==> config.mk <==
export PLATFORM = sky130hd
export DESIGN_NAME = stream_arb_mux
export DESIGN_NICKNAME = d
export VERILOG_FILES = /design/src/rtl/stream_arb_mux.sv
export SDC_FILE = /design/constraint.sdc
export NUM_CORES = 1
export LEC_CHECK = 0
export ABC_AREA = 1
export CAP_MARGIN = 40
export CORE_UTILIZATION = 36
export CTS_BUF_LIST = sky130_fd_sc_hd__clkbuf_16
export DETAILED_ROUTE_END_ITERATION = 12
export PLACE_DENSITY = 0.74
export SLEW_MARGIN = 20
export SYNTH_ARGS = -nofsm -noshare
export SYNTH_HDL_FRONTEND = slang
export SYNTH_SLANG_ARGS = --single-unit
==> constraint.sdc <==
create_clock -name clk -period 2.41 [get_ports clk]
set_input_delay 0.3615 -clock clk [delete_from_list [all_inputs] [get_ports clk]]
set_output_delay 0.3615 -clock clk [all_outputs]
set_load 0.01 [all_outputs]
==> src/rtl/stream_arb_mux.sv <==
// stream_arb_mux: registered N-to-1 stream mux with fixed/round-robin grant and packet locking.
// Optional MUX_CHANNEL_TAG_EN adds outchannel, the source index registered with each beat.
module stream_arb_mux #(
  parameter int BUSWIDTH    = 8,
  parameter int CHANNELS    = 4,
  parameter int CHANNELBITS = 2
) (
  input  logic                         clk,
  input  logic                         rst_n,
  input  logic [CHANNELS*BUSWIDTH-1:0] inlines,
  input  logic [CHANNELS-1:0]          invalid,
  input  logic [CHANNELS-1:0]          inlast,
  output logic [CHANNELS-1:0]          inready,
  input  logic                         arb_mode,
  input  logic [CHANNELBITS-1:0]       channel,
  output logic [BUSWIDTH-1:0]          outlines,
  output logic                         outvalid,
  output logic                         outlast,
`ifdef MUX_CHANNEL_TAG_EN
  output logic [CHANNELBITS-1:0]       outchannel,
`endif
  input  logic                         outready
);
  typedef enum logic {IDLE, LOCKED} state_t;
  state_t state;
  logic [CHANNELBITS-1:0] grant, rr_ptr, rr_lo, rr_hi, cand, next_ptr;
  logic hi_hit, fix_hit, active, load, xfer, beat_last;
  logic [BUSWIDTH-1:0] beat_data;
  // Round-robin: lowest valid at or above rr_ptr, else lowest valid overall (wrap).
  always_comb begin
    rr_lo = '0;
    rr_hi = '0;
    hi_hit = 1'b0;
    fix_hit = 1'b0;
    for (int k = CHANNELS - 1; k >= 0; k--) begin
      if (invalid[k]) rr_lo = CHANNELBITS'(k);
      if (invalid[k] && CHANNELBITS'(k) >= rr_ptr) begin
        rr_hi = CHANNELBITS'(k);
        hi_hit = 1'b1;
      end
      if (invalid[k] && channel == CHANNELBITS'(k)) fix_hit = 1'b1;
    end
  end
  assign cand     = (state == LOCKED) ? grant : arb_mode ? (hi_hit ? rr_hi : rr_lo) : channel;
  assign active   = (state == LOCKED) | (arb_mode ? |invalid : fix_hit);
  assign load     = !outvalid | outready;
  assign next_ptr = (cand == CHANNELBITS'(CHANNELS - 1)) ? '0 : cand + CHANNELBITS'(1);
  assign xfer     = |(inready & invalid);
  always_comb begin
    beat_data = '0;
    beat_last = 1'b0;
    inready = '0;
    for (int k = 0; k < CHANNELS; k++) begin
      if (cand == CHANNELBITS'(k)) begin
        beat_data = inlines[k*BUSWIDTH +: BUSWIDTH];
        beat_last = inlast[k];
        inready[k] = rst_n & load & active;
      end
    end
  end
  always_ff @(posedge clk or negedge rst_n) begin
    if (!rst_n) begin
      state <= IDLE;
      grant <= '0;
      rr_ptr <= '0;
      outlines <= '0;
      outvalid <= 1'b0;
      outlast <= 1'b0;
`ifdef MUX_CHANNEL_TAG_EN
      outchannel <= '0;
`endif
    end else begin
      if (load) outvalid <= xfer;
      if (xfer) begin
        outlines <= beat_data;
        outlast <= beat_last;
        grant <= cand;
`ifdef MUX_CHANNEL_TAG_EN
        outchannel <= cand;
`endif
        if (beat_last) rr_ptr <= next_ptr;
        state <= beat_last ? IDLE : LOCKED;
      end
    end
  end
endmodule

# After elaboration in Yosys (flattened, before gate mapping)
# Index checks and enable logic that the tools add are counted.
# totals
regBits	15
word_cells	70
out_inout_bits	14
in_bits	46
# op_classes
magnitude_cmp	4
mux	34
bitwise	5
addsub	1
n_eq_ne	6
n_reduce_logical	14
# ops
op	count
$mux 8	4
$mux 2	12
$mux 1	18
$eq 2x2->1 const B	4
$logic_and 1x1->1	8
$reduce_or 4->1	2
$and 4x4->4	1
$eq 2x1->1 const B	2
$ge 1x2->1 const A	2
$ge 2x2->1 const A	2
$logic_not 2->1	2
$add 2x1->2 const B	1
$and 1x1->1	2
$or 1x1->1	2
$reduce_and 2->1	1
$logic_not 1->1	1

# Logic depth before layout (Yosys ltp)
# logic_depth
word_depth	15
depth_mapped	18
mapped_depth_nobuf	18

# Worst setup path before layout
# OpenSTA, ideal clock, no wires.
# synth_path
kind	register to output
start	reg rr_ptr[0]
end	out inready[3]
path_stages_with_launch	15
n_path_buf	2
slack_ns	0.051
arrival_time_ns	1.998
t_required_ns	2.049
path_cell_list	dfrtp_1 -> inv_1 -> nand2_1 -> a21oi_1 -> nor2_1 -> o21ai_0 -> nand2_1 -> nand2_1 -> o21ai_0 -> inv_1 -> ha_1 -> clkbuf_1 -> clkbuf_1 -> inv_1 -> nor2_1
# synth_via
elab_chain_len	11
word_cells_on_any_way	21
cone_classes	order compare (4); eq/ne (1); mux (12); reduce/logical (4)
# synth_rtl
element	line_no	source
start, declared	26	logic [CHANNELBITS-1:0] grant, rr_ptr, rr_lo, rr_hi, cand, next_ptr;
start signal, assigned	81	if (beat_last) rr_ptr <= next_ptr;
$ge 2x2->1	37	if (invalid[k] && CHANNELBITS'(k) >= rr_ptr) begin
$logic_and 1x1->1	37	
$mux 2 or $mux 1 (tied branches) (4 in series)	37	
$mux 2 * (3 in series)	44	assign cand = (state == LOCKED) ? grant : arb_mode ? (hi_hit ? rr_hi : rr_lo) : channel;
net cand[0]	26	
$eq 2x2->1 *	54	if (cand == CHANNELBITS'(k)) begin
$mux 1 *	54	
end, declared	13	output logic [CHANNELS-1:0] inready,
# The timed path passes the listed nets; every way through them passes the cells marked *.

# Worst setup path after layout
# layout_path
start	reg rr_ptr[1]
end	reg rr_ptr[1]
# layout_via
elab_chain_len	15
word_cells_on_any_way	36
cone_classes	add/sub (1); order compare (4); eq/ne (3); mux (20); bitwise (1); reduce/logical (7)
# layout_rtl
element	line_no
$ge 2x2->1	37
$logic_and 1x1->1	37
$mux 2 or $mux 1 (tied branches) (4 in series)	37
$mux 2 * (3 in series)	44
$logic_not 2->1	54
$mux 1 (4 in series)	54
$reduce_and 2->1 (no source line)	n/a
# Every way passes the cells marked *; elsewhere a longest branch is shown, timed or not.
# A chain may end at the register's enable or synchronous reset.

==> flow_summary.yaml <==
placement:
  dpl_cell_area_mm2: 0.00205
  hpwl_um: 3110
  portBuffers: 59
  place.gp.congestion: 0.881
grt:
  grt.total_usage_pct: 25.3
  antenna_found_initial: 0
  grt.overflow.total: 0
  grt_max_degree: 20
  grt_pass1_wl_um: 6670
  grt_pass1_vias: 1502
critical_path:
  startpoint_type: "register"
  critPathMostFrequentCell: "nand2_1"
  critPathArrivalTime_ps: 2450
  crit_path_end_kind: "register"
  startpoint: "rr_ptr[1]$_DFFE_PN0P_"
  worstPathRequired_ps: 2550
  critPathTopFamily: "simple AND/OR/NAND/NOR gates"
  criticalPathCategory: "reg -> reg"
  cp_num_buf_inv: 4
  r2r-start: "rr_ptr[1]$_DFFE_PN0P_"
  crit_chain: "buf_4 > nor2_2 > nor2_1 > nor2_1 > nand2_1 > nand2_1 > o21ai_2 > buf_6 > ha_2 > buf_4 > a21oi_1 > nand2_1 > o21ai_1 > o21ai_1 > buf_4 > nand3_1 > nand2_1"
  cp_max_fo: 4
  slowest_delay_ps: 420
  slowest_stage: "dfrtp_2"
floorplan:
  die_y_um: 59.4
  die-area_mm2: 0.00353
  boundaryPins: 60
  die_w_um: 59.4
  rows: 20
  start_util_pct: 38.5
  core-area_mm2: 0.00308
synthesis:
  yosysWarnings: 0
  syn_nets: 241
  netlist_area_mm2: 0.00119
  synth_cells: 191
  synth-seq-cells: 15
  yosys.cell_types.count: 21
  syn_avg_cell_area_um2: 6.21
  yosysSeqAreaShare_pct: 31.6
job:
  drv_cap: 0
timing:
  max_freq_mhz: 432
  final.setup.tns_ps: 0
  worst_pin_slew_ps: 314
  relSlewSlack_pct: 78.8
  clock-skew-final_ps: 1.41
  fin_hold_ws_ps: 473
  setup_viol: 0
  drv_slew: 0
  timing.final.crit_share_pct: 96.0
  post-route-min-period_ps: 2310
  final_hold_viol_count: 0
layout:
  areaGrowthSynthToFinish_pct: 90.3
  final_common_cell: "nand2_1"
  final_cell_mix: "65 x nand2_1, 50 x clkdlybuf4s50_1, 29 x buf_4, 18 x o21ai_0, 17 x inv_1"
  drive_gt1_share_pct: 25.0
  diodes: 0
  fin_area_mm2: 0.00226
  nets: 335
detailed_routing:
  drt_iter0_drc: 126
  ant_nets: 0
  drcViolationCount: 0
  num_vias: 1627
  wire_per_inst_um: 13.2
  firstDrtPassIters: 4
  postRouteWirelength_um: 4330
  viasPerCell: 4.96
clocking:
  path_clk_slew_ps: 50
  cts_tree: "yes"
  clkLatencyLatePin_ps: 240
  cts_sinks: 15
  numCtsBuffers: 3
  h-tree-depth: 1
  root_buffer: "clkbuf_16"
  ctsHoldBuffers: 0
  clock_path_buffers: 2
run_status:
  status: "complete, no violations"
power:
  leakagePower_nw: 1.11
  powerDensity_mw_per_mm2: 1170
  peakVddDrop_uv: 761
hold_path:
  hold_path_startpoint: "outlast$_DFFE_PN0P_"
  holdCritPathClass: "reg -> reg"
==> tightest hold or removal path: cells and delay by family (launching register included) <==
family | cells | cell delay, ps
DFF | 1 | 340
and+or+nand+nor | 2 | 100
==> routing by layer <==
layer  vias up  track usage, %  wire length [µm]
li1        799               -                 -
met1       743            32.4              1850
met2        71            42.2              2160
met3        14            5.24               212
met4         0            8.16               103
met5         -               0                 0
==> area by class of cell <==
class                           count  area [µm²]
Sequential cell                    15         377
Clock buffer                        3        75.1
Clock inverter                      1        5.00
Tap cell                           44        55.1
Timing Repair Buffer               95         891
Inverter                           22        82.6
Multi-Input combinational cell    148         772
Fill cell                         259         821
==> sequential cells by signal (all words and copies together), names as in the netlist <==
register,flops
outlines,8
grant,2
rr_ptr,2
outlast,1
outvalid,1
state,1
==> metrics by stage <==
| stage | util [%] | worst slack (ps) | power [W] | cells |
|---|---|---|---|---|
| CTS | 70.0 | 6.60 | 0.00243 | 326 |
| global route | 73.3 | -42.5 | 0.00286 | 328 |
| floorplan | - | 50.6 | 0.00126 | 191 |
| finish | 73.3 | 96.2 | 0.00264 | 328 |
| detailed placement | 66.7 | -395 | 0.00203 | 320 |
| global placement | 66.7 | -395 | 0.00200 | 320 |
==> path summary, 6_finish.rpt <==
kind	depth (start not counted)	slack, ps	end
worst max-delay path	17	100	rr_ptr[1]$_DFFE_PN0P_
worst max register to register	17	100	rr_ptr[1]$_DFFE_PN0P_
min in group asynchronous	2	490	outlines[0]$_DFFE_PN0P_
max in group asynchronous	2	1740	rr_ptr[1]$_DFFE_PN0P_
worst min register to register	2	470	outlast$_DFFE_PN0P_
worst min-delay path	2	470	outlast$_DFFE_PN0P_
==> cell families after synthesis <==
family	Yosys count	share of synthesized area, %
adders and majority gates	4	4.22
buffers and inverters	28	9.70
AOI/OAI and AO/OA	42	17.9
and+or+nand+nor	102	36.5
DFF	15	31.6
==> cell usage after synthesis <==
cell type / count / area, µm²
nand2_1: 66 / 248
o21ai_0: 27 / 135
inv_1: 19 / 71.3
dfrtp_1: 15 / 375
nand3_1: 15 / 75.1
a21oi_1: 13 / 65.1
nor2_1: 12 / 45.0
ha_1: 4 / 50.1
clkbuf_1: 3 / 11.3
buf_2: 2 / 10.0
inv_2: 2 / 7.51
nand2_2: 2 / 12.5
nand4_1: 2 / 12.5
nor2_2: 2 / 12.5
a22oi_1: 1 / 7.51
buf_6: 1 / 11.3
clkinv_1: 1 / 3.75
nand2_4: 1 / 11.3
nor2_4: 1 / 11.3
nor3_1: 1 / 5.00
o21ai_1: 1 / 5.00
==> repair_timing <==
action                                  4_1_cts  5_1_grt
setup buffers                                 2        1
cloned                                        0        1
pin swaps                                     5        7
resized for setup                            31       26
hold endpoints to repair                      0        0
endpoints found under the setup margin       19       19
==> power by group <==
group	internal, W	leakage, nW	switching [W]
registers	0.000367	0.190	0.0000842
clock network	0.000221	0.0409	0.000100
logic	0.000903	0.879	0.000960
Note: power is estimated with default switching activity, not from simulation.
